<file path="src/rtl/keypad_pkg.sv">
// Shared types, key codes and key-map helper for the keypad entry buffer.
package keypad_pkg;

    typedef enum logic [1:0] {
        KIND_CONFIRM = 2'd0,
        KIND_CLEAR   = 2'd1,
        KIND_TIMEOUT = 2'd2
    } kind_e;

    typedef enum logic [2:0] {
        ST_SCAN,
        ST_DEBOUNCE,
        ST_DECODE,
        ST_EMIT,
        ST_WAIT_RELEASE
    } state_e;

    localparam logic [3:0] KEY_CONFIRM = 4'hA;
    localparam logic [3:0] KEY_CLEAR   = 4'hB;
    localparam logic [3:0] KEY_BKSP    = 4'hC;
    localparam logic [3:0] DIG_EMPTY   = 4'hF;
    localparam logic [3:0] DIG_TIMEOUT = 4'hE;

    // Entry {row,col}: r0 1 2 3 C, r1 4 5 6 D, r2 7 8 9 E, r3 A 0 B F.
    localparam logic [15:0][3:0] KEY_TABLE = 64'hFB0A_E987_D654_C321;

    function automatic logic [3:0] key_map(
        input logic [1:0] row,
        input logic [3:0] cols
    );
        logic [1:0] c;
        case (cols)
            4'b1110: c = 2'd0;
            4'b1101: c = 2'd1;
            4'b1011: c = 2'd2;
            4'b0111: c = 2'd3;
            default: c = 2'd0;
        endcase
        return KEY_TABLE[{row, c}];
    endfunction

endpackage

</file>
<file path="src/rtl/keypad_debounce.sv">
// Stable-pattern counter: raises stable once N equal consecutive samples are seen.
module keypad_debounce #(
    parameter int N = 100
) (
    input  logic       clk,
    input  logic       rst,
    input  logic       clear,
    input  logic [3:0] sample,
    output logic       stable
);

    localparam int CW = $clog2(N + 1) + 1;

    logic [3:0]    last_q;
    logic [CW-1:0] cnt_q;
    logic [CW-1:0] run;

    always_comb begin
        run    = (sample == last_q) ? cnt_q + CW'(1) : CW'(1);
        stable = (run >= CW'(N));
    end

    always_ff @(posedge clk) begin
        if (rst || clear) begin
            last_q <= 4'hF;
            cnt_q  <= '0;
        end else begin
            last_q <= sample;
            cnt_q  <= stable ? CW'(N) : run;
        end
    end

endmodule

</file>
<file path="src/rtl/keypad_entry_buffer.sv">
// 4x4 keypad scanner and digit accumulator with valid/ready result port.
// KEYPAD_BACKSPACE_EN: key C deletes the newest digit instead of being ignored.
module keypad_entry_buffer
    import keypad_pkg::*;
#(
    parameter int DIGITS       = 20,
    parameter int DEBOUNCE_CYC = 100,
    parameter int TIMEOUT_CYC  = 500,
    parameter int SCAN_CYC     = 1
) (
    input  logic                            clk,
    input  logic                            rst,
    input  logic                            enable,
    input  logic [3:0]                      col_matriz,
    output logic [3:0]                      lin_matriz,
    input  logic                            digitos_ready,
    output logic                            digitos_valid,
    output kind_e                           digitos_kind,
    output logic [DIGITS-1:0][3:0]          digitos_value,
    output logic [$clog2(DIGITS+1)-1:0]     digit_count
);

    localparam int CW = $clog2(DIGITS + 1);
    localparam int IW = $clog2(TIMEOUT_CYC + 1);
    localparam int SW = (SCAN_CYC > 1) ? $clog2(SCAN_CYC) : 1;

    state_e                  state_q, state_d;
    logic [1:0]              row_q;
    logic [SW-1:0]           scan_cnt_q;
    logic [IW-1:0]           idle_q;
    logic [3:0]              pat_q;
    logic [DIGITS-1:0][3:0]  buf_q;
    logic [CW-1:0]           count_q;
    logic                    valid_q;
    kind_e                   kind_q;
    logic [DIGITS-1:0][3:0]  value_q;

    logic                    sr;
    logic                    col_idle;
    logic                    press_stable;
    logic                    rel_stable;
    logic                    timeout_hit;
    logic                    multi;
    logic [3:0]              not_p;
    logic [3:0]              code;
    logic                    push;
    logic                    bksp;
    logic                    load;
    logic                    accept;
    kind_e                   load_kind;
    logic [DIGITS-1:0][3:0]  load_value;

    assign sr       = rst || !enable;
    assign col_idle = (col_matriz == 4'hF);
    assign not_p    = ~pat_q;
    assign multi    = |(not_p & (not_p - 4'd1));
    assign code     = key_map(row_q, pat_q);
    assign timeout_hit = (count_q != '0) && col_idle &&
                         (idle_q == IW'(TIMEOUT_CYC - 1));

    assign lin_matriz    = ~(4'b0001 << row_q);
    assign digitos_valid = valid_q;
    assign digitos_kind  = kind_q;
    assign digitos_value = value_q;
    assign digit_count   = count_q;

    keypad_debounce #(.N(DEBOUNCE_CYC)) press_db (
        .clk    (clk),
        .rst    (sr),
        .clear  (state_q != ST_DEBOUNCE),
        .sample (col_matriz),
        .stable (press_stable)
    );

    keypad_debounce #(.N(DEBOUNCE_CYC)) release_db (
        .clk    (clk),
        .rst    (sr),
        .clear  (state_q != ST_WAIT_RELEASE),
        .sample (col_matriz),
        .stable (rel_stable)
    );

    always_ff @(posedge clk) begin
        if (sr) state_q <= ST_SCAN;
        else    state_q <= state_d;
    end

    always_comb begin
        state_d    = state_q;
        push       = 1'b0;
        bksp       = 1'b0;
        load       = 1'b0;
        accept     = 1'b0;
        load_kind  = KIND_CONFIRM;
        load_value = buf_q;
        unique case (state_q)
            ST_SCAN: begin
                if (!col_idle) begin
                    state_d = ST_DEBOUNCE;
                end else if (timeout_hit) begin
                    load       = 1'b1;
                    load_kind  = KIND_TIMEOUT;
                    load_value = {DIGITS{DIG_TIMEOUT}};
                    state_d    = ST_EMIT;
                end
            end
            ST_DEBOUNCE: begin
                if (col_idle)          state_d = ST_SCAN;
                else if (press_stable) state_d = ST_DECODE;
            end
            ST_DECODE: begin
                state_d = ST_WAIT_RELEASE;
                if (multi) begin
                    state_d = ST_WAIT_RELEASE;
                end else if (code <= 4'd9) begin
                    push = 1'b1;
                end else if (code == KEY_CONFIRM) begin
                    load    = 1'b1;
                    state_d = ST_EMIT;
                end else if (code == KEY_CLEAR) begin
                    load       = 1'b1;
                    load_kind  = KIND_CLEAR;
                    load_value = {DIGITS{KEY_CLEAR}};
                    state_d    = ST_EMIT;
`ifdef KEYPAD_BACKSPACE_EN
                end else if (code == KEY_BKSP) begin
                    bksp = (count_q != '0);
`endif
                end
            end
            ST_EMIT: begin
                if (digitos_ready) begin
                    accept  = 1'b1;
                    state_d = (kind_q == KIND_TIMEOUT) ?
                              ST_SCAN : ST_WAIT_RELEASE;
                end
            end
            ST_WAIT_RELEASE: begin
                if (rel_stable && col_idle) state_d = ST_SCAN;
            end
            default: state_d = ST_SCAN;
        endcase
    end

    always_ff @(posedge clk) begin
        if (sr) begin
            row_q      <= 2'd0;
            scan_cnt_q <= '0;
            idle_q     <= '0;
            pat_q      <= 4'hF;
            buf_q      <= '1;
            count_q    <= '0;
            valid_q    <= 1'b0;
            kind_q     <= KIND_CONFIRM;
            value_q    <= '1;
        end else begin
            if (state_q == ST_SCAN && col_idle) begin
                if (scan_cnt_q == SW'(SCAN_CYC - 1)) begin
                    scan_cnt_q <= '0;
                    row_q      <= row_q + 2'd1;
                end else begin
                    scan_cnt_q <= scan_cnt_q + SW'(1);
                end
            end
            if (state_q == ST_SCAN && col_idle &&
                count_q != '0 && !timeout_hit)
                idle_q <= idle_q + IW'(1);
            else
                idle_q <= '0;
            if (state_q == ST_DEBOUNCE) pat_q <= col_matriz;
            if (push) begin
                for (int i = 0; i < DIGITS - 1; i++)
                    buf_q[i] <= buf_q[i+1];
                buf_q[DIGITS-1] <= code;
                if (count_q != CW'(DIGITS)) count_q <= count_q + CW'(1);
            end
            if (bksp) begin
                for (int i = 1; i < DIGITS; i++)
                    buf_q[i] <= buf_q[i-1];
                buf_q[0] <= DIG_EMPTY;
                count_q  <= count_q - CW'(1);
            end
            if (load) begin
                valid_q <= 1'b1;
                kind_q  <= load_kind;
                value_q <= load_value;
            end
            if (accept) begin
                valid_q <= 1'b0;
                buf_q   <= '1;
                count_q <= '0;
            end
        end
    end

endmodule

</file>
<file path="config.mk">
export PLATFORM = sky130hd
export DESIGN_NAME = keypad_entry_buffer
export DESIGN_NICKNAME = d
export VERILOG_FILES = /design/src/rtl/keypad_pkg.sv /design/src/rtl/keypad_debounce.sv /design/src/rtl/keypad_entry_buffer.sv
export SDC_FILE = /design/constraint.sdc
export NUM_CORES = 1
export LEC_CHECK = 0
export ABC_CLOCK_PERIOD_IN_PS = 3200
export CAP_MARGIN = 20
export CORE_MARGIN = 4
export CORE_UTILIZATION = 55
export DETAILED_ROUTE_END_ITERATION = 6
export GPL_ROUTABILITY_DRIVEN = 0
export GPL_TIMING_DRIVEN = 0
export HOLD_SLACK_MARGIN = 0.05
export PLACE_DENSITY = 0.77
export REMOVE_ABC_BUFFERS = 1
export SYNTH_ARGS = -nofsm -noshare
export SYNTH_HDL_FRONTEND = slang
export SYNTH_HIERARCHICAL = 1
export SYNTH_SLANG_ARGS = --single-unit
</file>
<file path="constraint.sdc">
create_clock -name clk -period 3.2 [get_ports clk]
set_clock_uncertainty 0.1 [all_clocks]
set_input_delay 0.64 -clock clk [delete_from_list [all_inputs] [get_ports clk]]
set_output_delay 0.64 -clock clk [all_outputs]
set_load 0.01 [all_outputs]
</file>
Word level (Yosys, flattened, before mapping)
Memories as Yosys holds them, arrays and structs flattened.
Index checks and enable logic that the tools add are counted.

storage, ports and cells
  bits of input ports = 8
  word-level logic and storage cells = 159
  output and inout port bits = 92
  register bits = 211
  memories = 1
  ROM bits = 64

operators by class
  reduce and logical (&&, ||, !) cells = 21
  $lt $le $gt $ge = 4
  add/sub/neg operators = 7
  equal/unequal tests = 21
  shift operators = 1
  mux-type cells = 45
  bitwise logic cells = 5

memories
  name             depth  bits a word  read ports  clocked after memory_dff  write ports  RTL line          source
  (no name shown)  16     4            1           0                         0            keypad_pkg.sv:39  return KEY_TABLE[{row, c}];

operators by type and width
  operator               number
  $mux W80               6
  $pmux W80 S2           1
  $mux W3                11
  $eq A4 B4 Y1 const B   5
  $add A8 B1 Y8 const B  2
  $ge A8 B7 Y1 const B   2
  $mux W1                16
  $mux W8                2
  $pmux W3 S5            1
  $mux W7                2
  $add A9 B1 Y9 const B  1
  $eq A9 B9 Y1 const B   1
  $eq A4 B4 Y1           2
  $not A4 Y4             2
  $reduce_or A2 Y1       4
  $eq A3 B2 Y1 const B   2
  $logic_and A1 B1 Y1    6
  $ne A3 B3 Y1 const B   2
  $pmux W2 S3            1
  $add A5 B1 Y5 const B  1
  $lt A4 B5 Y1 const B   1
  $ne A5 B5 Y1 const B   1
  $reduce_bool A5 Y1     1
  $and A4 B4 Y4          1
  other kinds (23)       30

Depth between registers and ports, before layout
Gate-level depths: netlist (run 1).

  word-level depth = 10
  depth in mapped cells = 12
  gate-level depth less buffers = 10

Modules after synthesis
Netlist (run 1), hierarchy kept.

by module, submodules not included
  module               area an instance (um^2)  cells an instance  seq. area each (um^2)  instances
  keypad_entry_buffer  7028.0                   735                3723.6                 1
  keypad_debounce      545.5                    58                 240.2                  2

Worst setup path after synthesis (run 1)
OpenSTA, ideal clock, no wires.

  path kind = flip-flop to flip-flop
  start point = register pat_q[3]
  end point = register value_q (netlist bit digitos_value[11])
  data arrival time = 2.434 ns
  cell stages (with the launch flop) = 13
  path buffers = 3
  path slack = 0.545 ns
  period minus slack after synthesis = 2.655 ns
  data required time = 2.978 ns
  library setup time = 0.122 ns
  path through = dfxtp_1 -> clkbuf_1 -> xor2_1 -> nand3_1 -> inv_1 -> ha_1 -> nor4b_1 -> a32o_1 -> nand2_4 -> or2_1 -> buf_6 -> buf_6 -> o32a_1

between the ends
  cells in the longest elaborated chain, start to end = 10
  elaborated cells between the ends (all ways) = 23
  those cells by class = add/sub: 1; order compare: 1; eq/ne: 5; mux: 12; bitwise: 2; reduce/logical: 1; memory: 1

RTL lines
  what                                                 RTL line                    source
  start: declaration                                   keypad_entry_buffer.sv:31   logic [3:0] pat_q;
  start signal: assignment                             keypad_entry_buffer.sv:170  if (state_q == ST_DEBOUNCE) pat_q <= col_matriz;
  $eq A4 B3 Y1 / $eq A4 B4 Y1 (equally long branches)  keypad_pkg.sv:32            case (cols)
  $pmux W2 S3                                          keypad_pkg.sv:32
  $mem_v2 Z16 W4                                       --
  $mux W4 (not written as such)                        keypad_pkg.sv:39
  $eq A4 B4 Y1                                         keypad_entry_buffer.sv:120  end else if (code == KEY_CLEAR) begin
  $mux W80 / $mux W1 (equally long branches)           keypad_entry_buffer.sv:120
  $mux W80 / $mux W1 (equally long branches)           keypad_entry_buffer.sv:117  end else if (code == KEY_CONFIRM) begin
  $mux W80 / $mux W1 (equally long branches)           keypad_entry_buffer.sv:115  end else if (code <= 4'd9) begin
  $mux W80 / $mux W1 (equally long branches)           keypad_entry_buffer.sv:113  if (multi) begin
  $pmux W80 S2 / $pmux W1 S2 (equally long branches)   keypad_entry_buffer.sv:96   unique case (state_q)
  end signal: assignment                               keypad_entry_buffer.sv:186  value_q <= load_value;
  end: declaration                                     keypad_entry_buffer.sv:36   logic [DIGITS-1:0][3:0] value_q;

Several ways; a longest one is shown, not always the timed one. The select of a mux whose other input is x is not followed.
A chain may end at the register's enable or synchronous reset.

Final worst setup path (run 1)
  start point = register pat_q[2]
  end point = register value_q (netlist bit digitos_value[21])

Same word-level chain as after synthesis.

==> flow_metrics.tcl, run 1 <==
set metrics [dict create \
    antennaDiodeCount 0 \
    yosys.cell_types.count 59 \
    drv_cap 0 \
    syn_to_final_growth_pct 26.9 \
    power_switching_uw 1150 \
    whs_path_depth 1 \
    hold_viol 0 \
    grt_pass1_wl_mm 29.5 \
    synth_area_mm2 0.00812 \
    worst_pin_slew_ps 968 \
    cts_max_level 1 \
    drt_first_pass_iters 4 \
    drt_iter0_markers 374 \
    p_leak_uw 0.00359 \
    synthArstFlopShare 0 \
    seq_area_frac_synth 0.518 \
    cts_tree "built" \
    core_area_mm2 0.0145 \
    vdd_drop_max_uv 419 \
    clock-sinks 210 \
    status "finished clean" \
    fin_util 0.711 \
    period_share 0.976 \
    grt_max_degree 44 \
    slew_headroom 0.348 \
    setup_violations 0 \
    synth_ff_type "dfxtp_1" \
    ctsHoldBuffers 0 \
    grt_pass1_vias 6119 \
    pwr-share-clk 0.494 \
    clk_pin_slew_ps 60 \
    die_area_mm2 0.0168 \
    power.density_mw_per_mm2 545 \
    die_w_um 130 \
    drc_errors 0 \
    post-route-min-period_ps 3120 \
    reg2reg_depth 10 \
    crit_required_ps 3490 \
    fin_hold_ws_ps 368 \
    nNetsFinal 956 \
    hold_class "reg2reg" \
    critPathKind "reg2reg" \
    combPwrFrac 0.037 \
    overflow 0 \
    p_seq_frac 0.469 \
    worst_setup_path_end_kind "register" \
    antenna_left 0 \
    slew_viol_final 0 \
    synth_seq_cells 210 \
    critPathArrivalTime_ps 3410 \
    rows 44 \
    worstSkewPairLatency_ps 500 \
    postSynthCellCount 851 \
    wl_per_cell_um 16.3 \
    drive_gt1_frac 0.0918 \
    die_h_um 130 \
    dpl.hpwl_mm 11.6 \
    wirelength_mm 18.5 \
    p_total_uw 5610 \
    port_buffers 99 \
    internal_power_uw 4460 \
    crit_fanout 28 \
    yosysWarnings 6 \
    start_kind "register" \
    cts_inserted_buffers 22 \
    cts.root.buffer_cell "clkbuf_16" \
    fmax_mhz 320 \
    start_util 0.561 \
    routed_via_density 5.85 \
    swShare 0.205 \
    synth_edf_count 0 \
    grt_usage 0.211 \
    cts_buffer_depth 3 \
    finalSetupTns_ps 0 \
    antenna_found_initial 0 \
    boundaryPins 100 \
    dr_total_vias 6626 \
    synth_area_per_cell_um2 9.54 \
    n_fill_cell 1059 \
]
power by group through the flow:
stage | clock, uW | combinational [uW] | sequential [uW]
floorplan | 0 | 103 | 2680
global placement | 0 | 153 | 2690
detailed placement | 0 | 190 | 2690
CTS | 2820 | 191 | 2630
global route | 2920 | 228 | 2630
finish | 2770 | 209 | 2630
routing by layer:
layer,track usage,vias to the layer above,share of wire
met5,0,-,0
met4,0.0575,0,0.017
met3,0.0330,26,0.043
met2,0.360,142,0.48
met1,0.280,3178,0.46
li1,-,3280,-
final timing paths:
path / start / endpoint / slack, ps
hold reg to reg: digitos_value[43] / digitos_value[43] / 370
setup reg to reg: pat_q[2] / digitos_value[21] / 80
hold / removal: digitos_value[43] / digitos_value[43] / 370
setup / recovery: pat_q[2] / digitos_value[21] / 80
cell usage in the layout, fill, tap and decap left out, types with 17 or more instances in the layout:
| cell | n |
|---|---|
| clkdlybuf4s50_1 | 99 |
| a21oi_1 | 95 |
| clkbuf_16 | 22 |
| nor3_1 | 84 |
| nor2_1 | 80 |
| inv_1 | 17 |
| o21ai_0 | 32 |
| nand2_1 | 23 |
| nand3_1 | 18 |
| mux2i_1 | 22 |
| dfxtp_1 | 209 |
| o32a_1 | 40 |
stage by stage:
step	setup slack, ps	instance area (um^2)	instances
5_1_grt	-61.8	10300	1132
2_1_floorplan	-4010	7800	787
3_5_place_dp	-410	9360	1085
6_report	76.6	10300	1132
4_1_cts	7.22	10200	1124
3_3_place_gp	-6960	9020	1070
critical path, cell delays in order (launching register included):
cell and delay, ps:
dfxtp_1 480, xor2_1 110, nand3_1 170, inv_1 110, ha_1 280, nor4b_1 410
a32o_2 270, nand2_8 170, or2_4 400, buf_16 200, o32a_1 290
cell usage after synthesis (all sizes together) (2+ instances only):
master	n	area share
dfxtp	210	0.52
a21oi	98	0.062
nor3	84	0.052
nor2	81	0.037
o32a	40	0.049
buf	35	0.025
o21ai	34	0.021
clkbuf	29	0.013
nand2	24	0.012
mux2i	23	0.028
nand3	18	0.011
inv	17	0.0079
a221o	15	0.018
ha	15	0.023
xnor2	15	0.016
xor2	13	0.014
or3	12	0.0092
and3	8	0.0074
nor4	8	0.0062
a31oi	7	0.0054
nand4	7	0.0054
o211ai	7	0.0065
and4	5	0.0057
or4	4	0.0046
nand2b	3	0.0023
nand3b	3	0.0028
nor2b	3	0.0023
o21a	3	0.0028
or2	3	0.0023
a2111oi	2	0.0022
a211o	2	0.0022
a211oi	2	0.0018
a21o	2	0.0018
conb	2	0.00092
nor4b	2	0.0022
o31ai	2	0.0018
final cells by class:
type                       instances  area [um^2]  share of cell area
clock buffer                      29          617              0.0599
multi-input combinational        560         3630               0.353
sequential                       210         4210               0.408
inverter                          17         63.8             0.00619
tap                              184          230              0.0223
clock inverter                    10          189              0.0183
timing repair buffer             122         1360               0.132
logic make-up (layout without fill, tap and decap cells):
group,after synthesis,in the layout,share of synthesized area
AO/OA/AOI/OAI,220,220,0.182
multiplexers,24,24,0.0297
other,2,2,0.000925
flip-flops,210,210,0.518
buffers and inverters,81,178,0.0467
XOR/XNOR,28,28,0.0302
AND/OR/NAND/NOR,271,271,0.170
adder cells (fa/ha/maj),15,15,0.0231
registers in the layout (all words and copies together), names as in the netlist:
| signal | count |
|---|---|
| press_db/cnt_q | 8 |
| state_q | 3 |
| digitos_kind | 2 |
| release_db/cnt_q | 8 |
| buf_q | 80 |
| pat_q | 4 |
| row_q | 2 |
| press_db/last_q | 4 |
| digitos_value | 80 |
| idle_q | 9 |
| release_db/last_q | 4 |
| digitos_valid | 1 |
| digit_count | 5 |
timing repair:
| action | CTS | global route |
|---|---|---|
| endpoints found under the setup margin | 55 | 117 |
| buffers inserted | 0 | 8 |
| resized for setup | 4 | 11 |
| pin swaps | 0 | 2 |
No activity file was read; power rests on OpenSTA's default activity.
==> run 2, diff against run 1 <==
--- a/config.mk
+++ b/config.mk
@@ -5,15 +5,15 @@
 export SDC_FILE = /design/constraint.sdc
 export NUM_CORES = 1
 export LEC_CHECK = 0
-export ABC_CLOCK_PERIOD_IN_PS = 3200
+export ABC_AREA = 1
 export CAP_MARGIN = 20
 export CORE_MARGIN = 4
-export CORE_UTILIZATION = 55
+export CORE_UTILIZATION = 57
 export DETAILED_ROUTE_END_ITERATION = 6
 export GPL_ROUTABILITY_DRIVEN = 0
 export GPL_TIMING_DRIVEN = 0
 export HOLD_SLACK_MARGIN = 0.05
-export PLACE_DENSITY = 0.77
+export PLACE_DENSITY_LB_ADDON = 0.12
 export REMOVE_ABC_BUFFERS = 1
 export SYNTH_ARGS = -nofsm -noshare
 export SYNTH_HDL_FRONTEND = slang
==> flow_metrics.tcl, run 2 <==
set metrics [dict create \
    status "finished clean" \
    setup_violations 0 \
    drt_first_pass_iters 6 \
    nNetsFinal 1412 \
    grt_pass1_vias 7616 \
    mostFrequentLayoutCell "nand2_1" \
    port_buffers 99 \
    critPathArrivalTime_ps 3170 \
    antenna_left 0 \
    path_common_cell "nand2_1" \
    cp_cell_sequence "nand2_1 > nor2_1 > nand2_1 > ha_1 > inv_1 > nand2_2 > nand3_2 > nand2_1 > nand3_2 > nor2_4 > nor2_4 > inv_2 > nand2_1 > nand3_1" \
    synth_top_area_cell "dfxtp_1" \
    post-route-min-period_ps 2900 \
    grt_max_degree 119 \
    core_area_mm2 0.0159 \
    cts_inserted_buffers 22 \
    antenna_found_initial 0 \
    critPathKind "reg2reg" \
    die_w_um 136 \
    seq_area_frac_synth 0.452 \
    cts_buffer_depth 3 \
    clock-sinks 210 \
    drt_iter0_markers 570 \
    ctsHoldBuffers 0 \
    start_kind "register" \
    route.met3.wl_um 913 \
    synth_seq_cells 210 \
    yosys.cell_types.count 36 \
    cp_slowest_stage_delay_ps 600 \
    slowest_stage "nor2_4" \
    startpoint "pat_q[0]" \
    synth_area_per_cell_um2 7.07 \
    cts.root.buffer_cell "clkbuf_16" \
    synth_ff_type "dfxtp_1" \
    power.density_mw_per_mm2 473 \
    synth_common_cells "nand2_1 (463), dfxtp_1 (210), nand3_1 (153)" \
    routed_via_density 5.02 \
    yosysTopAreaCellShare 0.452 \
    boundaryPins 100 \
    cts_tree "built" \
    synth_area_mm2 0.00931 \
    dr_total_vias 8113 \
    postSynthCellCount 1317 \
    drv_cap 0 \
    cts_max_level 1 \
    synthArstFlopShare 0 \
    r2r_end "digitos_value[52]" \
    drive_gt1_frac 0.0692 \
    dr_wl_met2_mm 9.70 \
    dpl.hpwl_mm 12.3 \
    stdcell_count 1617 \
    slew_headroom 0.489 \
    reg2reg_depth 14 \
    grt_usage 0.217 \
    n_fill_cell 1390 \
    post_dp_cell_area_mm2 0.0104 \
    final_cell_mix "nand2_1 (463), dfxtp_1 (210), nand3_1 (153)" \
    die_area_mm2 0.0184 \
    yosysWarnings 6 \
    worst_pin_slew_ps 765 \
    wl_per_cell_um 12.4 \
    vdd_drop_max_uv 342 \
    r2r_setup_slack_ps 300 \
    hold_viol 0 \
    slew_viol_final 0 \
    hold_class "reg2reg" \
    design_area_mm2 0.0111 \
    worst_setup_path_end_kind "register" \
    r2r-start "pat_q[0]" \
    synth.most_common_cell "nand2_1" \
    synth_edf_count 0 \
    grt_pass1_wl_mm 34.3 \
    fin_hold_ws_ps 353 \
    worstSkewPairLatency_ps 490 \
    crit_required_ps 3470 \
    rows 46 \
    drc_errors 0 \
    yosys-top-cells-area "dfxtp_1 (45%), nand2_1 (19%), nand3_1 (8.2%)" \
    overflow 0 \
    dp_cells 1576 \
    top_layer_used "met4" \
    syn_to_final_growth_pct 19.4 \
    clk_pin_slew_ps 60 \
    die_h_um 136 \
    p_total_uw 5260 \
    antennaDiodeCount 0 \
    fmax_mhz 345 \
    crit_fanout 30 \
    p_leak_uw 0.00565 \
    endpoint "digitos_value[52]" \
    wirelength_mm 20.0 \
    wl_met1_mm 9.01 \
    start_util 0.584 \
    period_share 0.905 \
]
==> run 2: changes by cell type after synthesis, sizes merged, moves of 17 or more <==
| cell | previous run | this run |
|---|---|---|
| a21oi | 98 | 79 |
| buf | 35 | 52 |
| clkbuf | 29 | 11 |
| inv | 17 | 160 |
| mux2i | 23 | 0 |
| nand2 | 24 | 474 |
| nand3 | 18 | 165 |
| nor2 | 81 | 60 |
| nor3 | 84 | 9 |
| o32a | 40 | 0 |
==> run 2: cell type report <==
| type | count | area [um^2] | area share |
|---|---|---|---|
| inverters | 161 | 618 | 0.0556 |
| multi-input cells | 885 | 4180 | 0.376 |
| flip-flops and latches | 210 | 4200 | 0.378 |
| clock buffers | 31 | 646 | 0.0581 |
| clock inverters | 5 | 25.0 | 0.00225 |
| well taps | 216 | 270 | 0.0243 |
| repair buffers | 109 | 1170 | 0.105 |
==> run 2: per-layer routing <==
layer,GRT usage,vias to the layer above
met3,0.0364,37
met5,0,-
met2,0.384,168
met4,0.0672,0
li1,-,4257
met1,0.272,3651
==> run 2: worst min-delay path by stage <==
stage,start,end,slack (ps),cells past startpoint
3_3_place_gp,idle_q[0],idle_q[0],330,1
6_report,idle_q[0],idle_q[0],350,1
4_1_cts,idle_q[0],idle_q[0],350,1
2_1_floorplan,idle_q[0],idle_q[0],320,1
5_1_grt,idle_q[0],idle_q[0],360,1
3_5_place_dp,idle_q[0],idle_q[0],340,1
==> run 2: repair_timing <==
item / 4_1_cts / 5_1_grt
gates resized for setup: 1 / 4
setup endpoints to repair: 80 / 93
setup buffers: 0 / 3
pin swaps: 1 / 1
cloned: 2 / 0
==> run 2: metrics by stage <==
stage          TNS [ps]  setup slack, ps   util
2_1_floorplan   -159700            -2260      -
3_3_place_gp    -683880            -6970  0.640
3_5_place_dp     -55560             -534  0.651
4_1_cts               0             24.1  0.694
5_1_grt           -1.49            -1.49  0.697
6_report              0              303  0.697
==> run 2: power breakdown <==
part           internal, uW  switching (uW)
Combinational          75.9             162
Clock                  1390             978
Sequential             2640            14.6
==> run 2: worst max-delay path, delay by kind of cell (launching register included) <==
family,cells,cell delay (ps)
flops,1,390
simple gates,11,1580
buf+inv,2,380
fa+ha+maj,1,310
==> run 2: cell families after synthesis <==
family,count (synthesis),synth area share
buf+inv,224,0.104
flops,210,0.452
compound gates,133,0.0731
fa+ha+maj,15,0.0202
other cells,2,0.000807
simple gates,724,0.341
xor+xnor,9,0.00847
